==> config.mk <==
export PLATFORM = sky130hd
export DESIGN_NAME = btn_filter_array
export DESIGN_NICKNAME = d
export VERILOG_FILES = /design/src/rtl/btn_pkg.sv /design/src/rtl/btn_channel.sv /design/src/rtl/btn_filter_array.sv
export SDC_FILE = /design/constraint.sdc
export NUM_CORES = 1
export LEC_CHECK = 0
export BUFFER_PORTS_ARGS = -buffer_cell sky130_fd_sc_hd__buf_2
export CORE_UTILIZATION = 40
export CTS_BUF_LIST = sky130_fd_sc_hd__clkbuf_4 sky130_fd_sc_hd__clkbuf_8 sky130_fd_sc_hd__clkbuf_16
export DETAILED_ROUTE_END_ITERATION = 10
export PLACE_DENSITY_LB_ADDON = 0.1
export SLEW_MARGIN = 25
export SYNTH_ARGS = -nofsm -noshare
export SYNTH_HDL_FRONTEND = slang
export SYNTH_SLANG_ARGS = --single-unit
==> constraint.sdc <==
create_clock -name clk -period 3.7 [get_ports clk]
set_input_delay 0.74 -clock clk [delete_from_list [all_inputs] [get_ports clk]]
set_output_delay 0.74 -clock clk [all_outputs]
set_load 0.03 [all_outputs]
==> src/rtl/btn_pkg.sv <==
// Shared types and parameter defaults for the button filter array.
// Press FSM states plus the default configuration values used by the top.
package btn_pkg;

    typedef enum logic [1:0] {
        IDLE = 2'd0,
        HELD = 2'd1,
        LONG = 2'd2
    } btn_state_e;

    localparam int BTN_N_CH_DEF         = 4;
    localparam int BTN_TICK_DIV_DEF     = 1000;
    localparam int BTN_STABLE_CNT_DEF   = 8;
    localparam int BTN_LONG_TICKS_DEF   = 50000;
    localparam int BTN_REPEAT_TICKS_DEF = 10000;

endpackage

==> src/rtl/btn_channel.sv <==
// One button channel: synchronizer, tick-sampled debounce, edge pulses, press FSM.
// Auto-repeat logic is present only when BTN_REPEAT_EN is defined.
module btn_channel
    import btn_pkg::*;
#(
    parameter int STABLE_CNT   = BTN_STABLE_CNT_DEF,
    parameter int LONG_TICKS   = BTN_LONG_TICKS_DEF,
    parameter int REPEAT_TICKS = BTN_REPEAT_TICKS_DEF
) (
    input  logic clk,
    input  logic rst,
    input  logic i_tick,
    input  logic i_btn,
    output logic o_level,
    output logic o_press,
    output logic o_release,
    output logic o_long,
    output logic o_repeat
);

    localparam int SW = $clog2(STABLE_CNT + 1);
    localparam int HW = $clog2(LONG_TICKS + 1);
    localparam logic [SW-1:0] STABLE_LAST = SW'(STABLE_CNT - 1);
    localparam logic [HW-1:0] HOLD_LAST   = HW'(LONG_TICKS - 1);
    localparam logic [HW-1:0] HOLD_MAX    = HW'(LONG_TICKS);

    logic [1:0]    r_sync;
    logic          r_level;
    logic          r_level_d;
    logic [SW-1:0] r_stab;
    logic          r_press;
    logic          r_release;

    btn_state_e    r_state, w_state_nxt;
    logic [HW-1:0] r_hold, w_hold_nxt;
    logic          w_long;

    // Edge pulses come from a delayed copy of the level, so they land one clk after the toggle.
    always_ff @(posedge clk or posedge rst) begin
        if (rst) begin
            r_sync    <= '0;
            r_level   <= 1'b0;
            r_level_d <= 1'b0;
            r_stab    <= '0;
            r_press   <= 1'b0;
            r_release <= 1'b0;
        end else begin
            r_sync    <= {r_sync[0], i_btn};
            r_level_d <= r_level;
            r_press   <= r_level & ~r_level_d;
            r_release <= ~r_level & r_level_d;
            if (i_tick) begin
                if (r_sync[1] != r_level) begin
                    if (r_stab == STABLE_LAST) begin
                        r_level <= ~r_level;
                        r_stab  <= '0;
                    end else begin
                        r_stab <= r_stab + 1'b1;
                    end
                end else begin
                    r_stab <= '0;
                end
            end
        end
    end

    always_ff @(posedge clk or posedge rst) begin
        if (rst) begin
            r_state <= IDLE;
            r_hold  <= '0;
        end else begin
            r_state <= w_state_nxt;
            r_hold  <= w_hold_nxt;
        end
    end

    always_comb begin
        w_state_nxt = r_state;
        w_hold_nxt  = r_hold;
        w_long      = 1'b0;
        case (r_state)
            IDLE: begin
                if (r_level) begin
                    w_state_nxt = HELD;
                    w_hold_nxt  = '0;
                end
            end
            HELD: begin
                if (!r_level) begin
                    w_state_nxt = IDLE;
                end else if (i_tick) begin
                    if (r_hold == HOLD_LAST) begin
                        w_state_nxt = LONG;
                        w_hold_nxt  = HOLD_MAX;
                        w_long      = 1'b1;
                    end else begin
                        w_hold_nxt = r_hold + 1'b1;
                    end
                end
            end
            LONG: begin
                if (!r_level) w_state_nxt = IDLE;
            end
            default: w_state_nxt = IDLE;
        endcase
    end

`ifdef BTN_REPEAT_EN
    localparam int RW = $clog2(REPEAT_TICKS + 1);
    localparam logic [RW-1:0] REP_LAST = RW'(REPEAT_TICKS - 1);

    logic [RW-1:0] r_rep, w_rep_nxt;
    logic          w_repeat;

    always_ff @(posedge clk or posedge rst) begin
        if (rst) r_rep <= '0;
        else     r_rep <= w_rep_nxt;
    end

    // Held at zero outside LONG so the first repeat is a full period after the long event.
    always_comb begin
        w_rep_nxt = r_rep;
        w_repeat  = 1'b0;
        if (r_state != LONG) begin
            w_rep_nxt = '0;
        end else if (i_tick) begin
            if (r_rep == REP_LAST) begin
                w_repeat  = 1'b1;
                w_rep_nxt = '0;
            end else begin
                w_rep_nxt = r_rep + 1'b1;
            end
        end
    end

    assign o_repeat = w_repeat;
`else
    assign o_repeat = 1'b0;
`endif

    assign o_level   = r_level;
    assign o_press   = r_press;
    assign o_release = r_release;
    assign o_long    = w_long;

endmodule

==> src/rtl/btn_filter_array.sv <==
// Array of debounced button channels sharing one sample-tick divider.
// Define BTN_REPEAT_EN to enable auto-repeat pulses on o_repeat.
module btn_filter_array
    import btn_pkg::*;
#(
    parameter int N_CH         = BTN_N_CH_DEF,
    parameter int TICK_DIV     = BTN_TICK_DIV_DEF,
    parameter int STABLE_CNT   = BTN_STABLE_CNT_DEF,
    parameter int LONG_TICKS   = BTN_LONG_TICKS_DEF,
    parameter int REPEAT_TICKS = BTN_REPEAT_TICKS_DEF
) (
    input  logic            clk,
    input  logic            rst,
    input  logic [N_CH-1:0] i_btn,
    output logic [N_CH-1:0] o_level,
    output logic [N_CH-1:0] o_press,
    output logic [N_CH-1:0] o_release,
    output logic [N_CH-1:0] o_long,
    output logic [N_CH-1:0] o_repeat
);

    localparam int DW = $clog2(TICK_DIV + 1);
    localparam logic [DW-1:0] DIV_LAST = DW'(TICK_DIV - 1);

    logic [DW-1:0] r_div;
    logic          w_tick;

    assign w_tick = (r_div == DIV_LAST);

    always_ff @(posedge clk or posedge rst) begin
        if (rst)         r_div <= '0;
        else if (w_tick) r_div <= '0;
        else             r_div <= r_div + 1'b1;
    end

    for (genvar g = 0; g < N_CH; g++) begin : g_ch
        btn_channel #(
            .STABLE_CNT  (STABLE_CNT),
            .LONG_TICKS  (LONG_TICKS),
            .REPEAT_TICKS(REPEAT_TICKS)
        ) u_ch (
            .clk      (clk),
            .rst      (rst),
            .i_tick   (w_tick),
            .i_btn    (i_btn[g]),
            .o_level  (o_level[g]),
            .o_press  (o_press[g]),
            .o_release(o_release[g]),
            .o_long   (o_long[g]),
            .o_repeat (o_repeat[g])
        );
    end

endmodule

-- After elaboration in Yosys (flattened, before gate mapping)
Index checks and enable logic that the tools add are counted.
- flip-flop bits (word level): 122
- bits of input ports: 6
- output and inout bits: 20
- logic and storage cells: 192
- add/subtract/negate cells: 9
- eq/ne operators: 45
- muxes and demuxes: 69
- bitwise gates (word level): 16
- reductions and logical operators: 20
- operator list (cell ; number):
    $mux W16 ; 16
    $pmux W16 S2 ; 4
    $add A16 B1 Y16 const B ; 4
    $eq A16 B16 Y1 const B ; 4
    $mux W2 ; 20
    $mux W4 ; 8
    $reduce_and A4 Y1 ; 8
    $pmux W2 S3 ; 4
    $ne A3 B3 Y1 const B ; 7
    $ne A2 B1 Y1 const B ; 9
    $add A4 B1 Y4 const B ; 4
    $eq A4 B3 Y1 const B ; 4
    $mux W1 ; 16
    $ne A2 B2 Y1 const B ; 7
    $reduce_and A3 Y1 ; 4
    $add A10 B1 Y10 const B ; 1
    $eq A10 B10 Y1 const B ; 1
    $mux W10 ; 1
    $and A1 B1 Y1 ; 8
    $eq A2 B1 Y1 const B ; 4
    $eq A2 B2 Y1 const B ; 4
    $logic_not A2 Y1 ; 4
    $not A1 Y1 ; 8
    $reduce_bool A2 Y1 ; 4
    2 further kinds ; 5

-- Logic depth before layout (Yosys ltp)
Gate-level depths: netlist of the first run.
- depth after elaboration: 5
- depth in mapped cells: 8
- mapped depth without buffers: 5

-- Modules after synthesis
From an unflattened synthesis of the first run, not the netlist that was laid out.
- cell total of the unflattened synthesis: 655
- area total of the unflattened synthesis: 6458.7 um2
- modules (own cells, without submodules) (module ; times used ; cells each ; area an instance (um2)):
    btn_channel ; 4 ; 152 ; 1492.7
    btn_filter_array ; 1 ; 47 ; 488.0

-- Worst setup path before layout of the first run
Ideal clock, no wire load.
- path type: register to output
- from: register r_div[0]
- to: output port o_long[1]
- arrival time: 1.782 ns
- data required time: 2.960 ns
- setup slack: 1.178 ns
- stages on the path, launching flop included: 9
- buffers on the path: 4
- cells stage by stage: dfrtp_1 -> ha_1 -> and3_2 -> buf_6 -> nand3_2 -> buf_2 -> buf_1 -> nor3_1 -> buf_4
- longest elaborated chain between the ends: 4
- ends and longest elaborated chain (what ; RTL line ; source):
    from (decl) ; btn_filter_array.sv:25 ; logic [DW-1:0] r_div;
    from (signal assigned) ; btn_filter_array.sv:33 ; else r_div <= r_div + 1'b1;
    $eq A10 B10 Y1 ; btn_filter_array.sv:28 ; assign w_tick = (r_div == DIV_LAST);
    $mux W1 ; btn_channel.sv:91 ; end else if (i_tick) begin
    $mux W1 ; btn_channel.sv:89 ; if (!r_level) begin
    $mux W1 ; btn_channel.sv:81 ; case (r_state)
    to (decl) ; btn_filter_array.sv:18 ; output logic [N_CH-1:0] o_long,
No other way between the ends.

-- Final worst setup path of the first run
- from: register r_div[3]
- to: output port o_long[3]
Same word-level chain as after synthesis.

==> results of run 1 <==
[worst max path at each step]
| stage | depth (start not counted) | slack [ps] | start | endpoint |
|---|---|---|---|---|
| finish | 4 | 670 | r_div[3] | o_long[3] |
| global route | 4 | 550 | r_div[3] | o_long[1] |
| CTS | 4 | 690 | r_div[3] | o_long[1] |
| detailed placement | 4 | 1140 | r_div[4] | o_long[1] |
| global placement | 4 | 1160 | r_div[3] | o_long[3] |
| floorplan | 8 | 1180 | r_div[0] | o_long[1] |
[cell type report]
cell class / instances / share of cell area [%]
Clock buffer: 23 / 6.43
Clock inverter: 8 / 1.55
Inverter: 23 / 1.18
Multi-Input combinational cell: 519 / 44.6
Sequential cell: 122 / 40.1
Tap cell: 220 / 3.62
Timing Repair Buffer: 31 / 2.53
[sequential cells by signal, summed over array words and instances, names as in the netlist]
signal and flops:
g_ch.u_ch.o_level 4, g_ch.u_ch.r_hold 64, g_ch.u_ch.o_press 4, r_div 10, g_ch.u_ch.r_state 8, g_ch.u_ch.o_release 4
g_ch.u_ch.r_stab 16, g_ch.u_ch.r_sync 8, g_ch.u_ch.r_level_d 4
[power groups by stage]
stage | Combinational, mW | Clock [mW] | Sequential, mW
after floorplan | 0.0337 | 0 | 1.37
after global placement | 0.0460 | 0 | 1.37
after detailed placement | 0.0471 | 0 | 1.37
after CTS | 0.0471 | 1.75 | 1.34
after global routing | 0.0521 | 1.81 | 1.34
final | 0.0442 | 1.71 | 1.34
[kinds of logic (layout without fill, tap and decap cells)]
logic type                 Yosys count  in the layout
AOI/OAI and AO/OA                  187            187
xor gates and xnor gates            15             15
adders and majority gates            9              9
buffers and inverters               81             85
DFF                                122            122
muxes                                9              9
other                                1              4
and+or+nand+nor                    295            295
[routing by layer]
metal / wire, um / vias to the layer above
met3: 564 / 15
met4: 177 / 0
met2: 7570 / 100
met1: 7280 / 2770
met5: 0 / -
li1: - / 2705
[critical path, cell delays in order (launching register included)]
cell and delay, ps:
dfrtp_1 440, and4bb_2 530, nand3_2 300, nor3_1 340
buf_2 260
[cell usage in the layout (no fill, tap or decap), types with 5 or more instances in the layout]
cell | synthesis | layout
dfrtp_1 | 122 | 122
nand2_1 | 60 | 60
o21ai_0 | 48 | 48
nand3_1 | 43 | 43
a31oi_1 | 38 | 38
nand4_1 | 33 | 33
nor2_1 | 28 | 28
a21oi_1 | 23 | 23
inv_1 | 23 | 22
buf_2 | 22 | 21
nor2b_1 | 18 | 18
clkbuf_16 | 0 | 17
nor3_1 | 17 | 16
and4_1 | 13 | 13
o2bb2ai_1 | 12 | 12
and3_1 | 10 | 10
a22o_1 | 10 | 10
nor4bb_1 | 9 | 9
ha_1 | 9 | 9
buf_4 | 22 | 9
nand3b_1 | 8 | 8
or4_1 | 8 | 8
xnor2_1 | 8 | 8
xor2_1 | 7 | 7
a41oi_1 | 9 | 7
nor4b_1 | 6 | 6
nor4_1 | 6 | 6
o31ai_1 | 6 | 6
nand2b_1 | 5 | 5
a21o_1 | 5 | 5
mux2_2 | 5 | 5
a32oi_1 | 5 | 5
and2_1 | 5 | 5
o211ai_1 | 5 | 5
==> qor.yml, run 1 <==
synthesis:
  yosys.area.top_type: "dfrtp_1"
  syn_area_per_cell_um2: 9.52
  synthDistinctLibCells: 66
  synth_ff_type: "dfrtp_1"
  synth-edff-count: 0
  synth_top_area_share_pct: 44.6
  synth-xor-area-share_pct: 1.92
  synth_compound_area_share_pct: 18.4
  synth_fa_ha_area_share_pct: 1.65
  synth-warning-count: 0
  ys_ff_latch: 122
  yosys-top-cells-count: "122 x dfrtp_1, 60 x nand2_1, 48 x o21ai_0"
  synthSimpleGateAreaFrac_pct: 25.7
  synth_cells: 719
  netlist_area_um2: 6840
  muxShareOfSynthArea_pct: 1.41
  synth.most_common_cell: "dfrtp_1"
  ys_seq_area_share_pct: 44.6
  synth_top_family_by_area: "simple AND/OR/NAND/NOR gates"
  synthTopCellsByArea: "dfrtp_1 45%, o21ai_0 3.5%, a31oi_1 3.5%"
  synthArstFlopShare_pct: 100
detailed_routing:
  dr_total_vias: 5590
  wl_per_cell_um: 16.5
  ant_nets: 0
  viasPerCell: 5.91
  wl_um: 15600
  drc_errors: 0
  drtIter0Drc: 371
  dr.pass1.iters: 5
layout:
  multiInputGateArea_um2: 3390
  drive_gt1_share_pct: 12.5
  antennaDiodeCount: 0
  final_nets: 729
  fill_cells: 1566
  areaGrowthSynthToFinish_pct: 11.2
  fin_area_um2: 7610
  fin_util_pct: 45.7
  final_cells: 946
  register_area_um2: 3050
power:
  swShare_pct: 20.1
  switchingPower_uw: 622
  clkPwrFrac_pct: 55.2
  p_seq_share_pct: 43.4
  power_mw: 3.09
  pwr-share-comb_pct: 1.4
  powerDensity_nw_per_um2: 407
  leakage_nw: 3.17
  vdd_drop_max_mv: 0.271
  internal_power_mw: 2.47
die:
  core_area_um2: 16600
  die_width_um: 133
  die-area_um2: 17600
  start_util_pct: 41.1
  io_pins: 26
  rows: 47
  die_h_um: 133
worst_setup_path:
  cp_max_fo: 14
  timing.setup.critical_path_class: "reg2out"
  regToRegStartpoint: "r_div[3]"
  rrSetupSlack_ps: 1370
  cp.required_ps: 2960
  end_kind: "output port"
  arrival_ps: 2290
  rr_endpoint: "g_ch[3].u_ch.r_hold[11]"
  start_kind: "flop"
  rr_worst_depth: 5
global_route:
  use_met2_pct: 31.2
  grt_max_degree: 61
  grt_pass1_vias: 5324
  antenna_found_initial: 0
  grt_first_pass_wirelength_um: 26500
  top_usage_layer: "met2"
  gr-total-overflow: 0
  grt_util_met3_pct: 4.98
  met1_usage_pct: 23.9
  grt_usage_pct: 18.8
timing:
  rsz0062_at_grt: "false"
  fin_crit_sh_pct: 81.9
  slew_headroom_pct: 37.6
  min_period_ps: 3030
  worst_pin_slew_ps: 924
  fin_skew_ps: 11.3
  finalHoldViolations: 0
  setup_viol: 0
  fin_setup_tns_ps: 0
  drv_slew: 0
  fin_worst_hold_slack_ps: 349
  max_freq_mhz: 330
  setup_ws_ps: 669
hold_path:
  hold_path_depth: 0
  min_to: "g_ch[0].u_ch.r_sync[1]"
  worstHoldPathType: "reg2reg"
  hp-start: "g_ch[0].u_ch.r_sync[0]"
clock_tree:
  cts_made_buffers: 17
  hold_buffers: 0
  clockBufferDepth: 2
  cts_tree: "built"
  cts_max_level: 4
  clk_pin_slew_ps: 50
  post_cts.repair.setup_buffers: 0
  root_buffer: "clkbuf_16"
  cts_resized: 0
  insertion_delay_ps: 420
  cts.sinks: 122
placement:
  routabilityCongestion: 0.866
  placedCellCount: 915
  pre_cts_slack_ps: 1140
  io_buffers: 21
  placed_area_um2: 6990
  hpwlAfterDp_um: 10400
job:
  drv_cap: 0
run_status:
  outcome: "finished, final reports clean"
Power figures use the tool's default switching activity.
==> run 2: changes to the inputs <==
- ABC_AREA: unset -> 1
- clock period: 3.7 -> 2.6 ns (I/O delays scaled with it)
==> run 2 against run 1 <==
- power rose by 46%
- hold slack got worse by 200 ps
- sequential power up 43%
- setup slack got worse by 580 ps
- area after synthesis shrank 0.82%
- critical path depth grew 3
- routed wire length is 8.8% lower
- count of clock-buffer cells in the layout decreased by 4
- critical endpoint unchanged
==> qor.yml, run 2 <==
layout:
  final_cell_mix: "223 x nand2_1, 122 x dfrtp_1, 113 x nor2_1"
  top_regs: "g_ch.u_ch.r_hold (64), g_ch.u_ch.r_stab (16), r_div (10)"
  register_area_um2: 3050  # unchanged
  top_register: "g_ch.u_ch.r_hold"
  final_cells: 1150  # +22%
  final_nets: 932  # +28%
  areaGrowthSynthToFinish_pct: 14.6
  fill_cells: 1688  # +7.8%
  layout_commonest_cell: "nand2_1"
  antennaDiodeCount: 0  # unchanged
  multiInputGateArea_um2: 3100  # -8.5%
  fin_area_um2: 7780  # +2.2%
  drive_gt1_share_pct: 11.2  # -1.4 points
  largest_reg_flops: 64  # unchanged
worst_setup_path:
  cp_max_fo: 6  # -8
  crit_chain: "nor2_1 -> nand3_4 -> buf_6 -> nor3_4 -> inv_1 -> nor2_1 -> buf_4"
  crit_top_cell: "nor2_1"
  cp.buffers_inverters: 3  # +2
  end_kind: "output port"
  start_kind: "flop"
  cp.required_ps: 2080  # -880 ps
  slowest_delay_ps: 440  # -90 ps
  arrival_ps: 1990  # -300 ps
  timing.setup.critical_path_class: "reg2out"
  critPathSlowestCell: "dfrtp_1"
  cpLargestDelayFamily: "simple AND/OR/NAND/NOR gates"
timing:
  worst_pin_slew_ps: 558  # -366 ps
  rsz0062_at_grt: "true"
  fin_skew_ps: 15.3  # +4.00 ps
  drv_slew: 0  # unchanged
  setup_viol: 0  # unchanged
  min_period_ps: 2510
  max_freq_mhz: 399
  slew_headroom_pct: 62.7  # +25 points
  fin_setup_tns_ps: 0  # unchanged
  fin_crit_sh_pct: 96.5
  finalHoldViolations: 0  # unchanged
  fin_worst_hold_slack_ps: 147  # -202 ps
power:
  powerDensity_nw_per_um2: 582  # +43%
  leakage_nw: 3.55  # +12%
  vdd_drop_max_mv: 0.490  # +81%
clock_tree:
  clk_pin_slew_ps: 60  # about the same
  root_buffer: "clkbuf_16"
  hold_buffers: 0  # unchanged
  insertion_delay_ps: 430  # about the same
  clockBufferDepth: 2  # unchanged
  cts.sinks: 122  # unchanged
  cts_max_level: 4  # unchanged
  cts_made_buffers: 17  # unchanged
  cts_tree: "built"
synthesis:
  synth-warning-count: 0  # unchanged
  syn_area_per_cell_um2: 7.63  # -20%
  synthArstFlopShare_pct: 100  # unchanged
  netlist_area_um2: 6790  # -0.82%
  synth-edff-count: 0  # unchanged
  synthDistinctLibCells: 39  # -41%
  synthTopCellsByArea: "dfrtp_1 45%, nand2_1 12%, nor2_1 6.3%"
  synth.most_common_cell: "nand2_1"
  synth_ff_type: "dfrtp_1"
  yosys.area.top_type: "dfrtp_1"
  synth_cells: 889  # +24%
  ys_ff_latch: 122  # unchanged
  yosys-top-cells-count: "224 x nand2_1, 122 x dfrtp_1, 114 x nor2_1"
  ys_seq_area_share_pct: 45.0  # +0.37 points
  synth_top_area_share_pct: 45.0  # +0.37 points
die:
  io_pins: 26  # unchanged
  die-area_um2: 17500  # -0.81%
  start_util_pct: 40.9  # -0.19 points
  rows: 47  # unchanged
  die_width_um: 132  # -0.41%
  core_area_um2: 16600  # -0.35%
  die_h_um: 132  # -0.41%
detailed_routing:
  ant_nets: 0  # unchanged
  drc_errors: 0  # unchanged
  wl_um: 14200  # -8.8%
  dr.pass1.iters: 5  # unchanged
  viasPerCell: 4.73  # -20%
  drtIter0Drc: 263  # -29%
  dr_total_vias: 5443  # -2.6%
  wl_per_cell_um: 12.4  # -25%
global_route:
  grt_pass1_vias: 5198  # -2.4%
  gr-total-overflow: 0  # unchanged
  grt_max_degree: 50  # -18%
  grt_first_pass_wirelength_um: 24700  # -6.8%
  antenna_found_initial: 0  # unchanged
  grt_usage_pct: 17.7  # -1.1 points
job:
  drv_cap: 0  # unchanged
placement:
  routabilityCongestion: 0.829  # -4.3%
  hpwlAfterDp_um: 10000  # -4.0%
  placed_area_um2: 7050  # +0.86%
  io_buffers: 21  # unchanged
  placedCellCount: 1112  # +22%
hold_path:
  worstHoldPathType: "in2async"
run_status:
  outcome: "finished, final reports clean"
-- run 2: kinds of logic after synthesis --
| family | after synthesis | synth area share (%) |
|---|---|---|
| XOR/XNOR | 39 | 5.03 |
| buffers and inverters | 146 | 9.99 |
| adder cells (fa/ha/maj) | 9 | 1.66 |
| flip-flops | 122 | 45.0 |
| other | 1 | 0.0553 |
| AO/OA/AOI/OAI | 101 | 8.13 |
| AND/OR/NAND/NOR | 471 | 30.1 |
-- run 2: worst reg2reg max path, delay by kind of cell, from the launching register on --
family | cells | cell delay, ps
AOI/OAI and AO/OA | 1 | 290
DFF | 1 | 440
and+or+nand+nor | 4 | 820
buffers and inverters | 2 | 370
-- run 2: final cells by class --
cell class	instances	area share, %
clock inverter	13	2.49
clock buffer	19	5.74
sequential	122	39.3
inverter	109	5.34
tap	220	3.54
timing repair buffer	42	3.72
multi-input combinational	625	39.9
-- run 2: repair_timing --
item                       in CTS  in global routing
cloned                          1                  0
pin swaps                       0                  1
setup buffers                   4                  1
setup endpoints to repair       3                  4
resized for setup               2                 10
-- run 2: final timing paths --
path	from	end	slack, ps	cells after the start
worst max-delay path	r_div[4]	o_long[3]	90	7
worst min-delay path	rst	g_ch[0].u_ch.r_hold[12]	150	2
worst max register to register	r_div[4]	g_ch[1].u_ch.r_hold[4]	570	7
worst min register to register	g_ch[3].u_ch.r_sync[0]	g_ch[3].u_ch.r_sync[1]	350	0
max in group asynchronous	rst	g_ch[1].u_ch.r_hold[15]	1810	3
min in group clk	i_btn[0]	g_ch[0].u_ch.r_sync[0]	200	1
-- run 2: stage by stage --
stage	total power, mW	setup WS, ps	util, %
finish	4.52	91.5	46.9
global route	4.67	-39.4	46.9
CTS	4.58	16.8	46.7
detailed placement	2.01	348	42.5
global placement	2.01	348	42.5
floorplan	1.99	548	-
-- run 2: report_power, final --
group          switching [mW]  internal, mW  leakage, nW
Combinational          0.0509        0.0120         1.58
Clock                   0.906          1.65        0.299
Sequential            0.00260          1.91         1.67
-- run 2: per-layer routing --
metal,vias to the layer above,GRT usage [%],share of wire (%),wire [um]
met5,-,0,0,0
met4,0,6.90,1.4,199
met3,13,4.58,3.7,523
met2,72,28.3,46,6500
met1,2473,23.1,49,7000
li1,2885,-,-,-
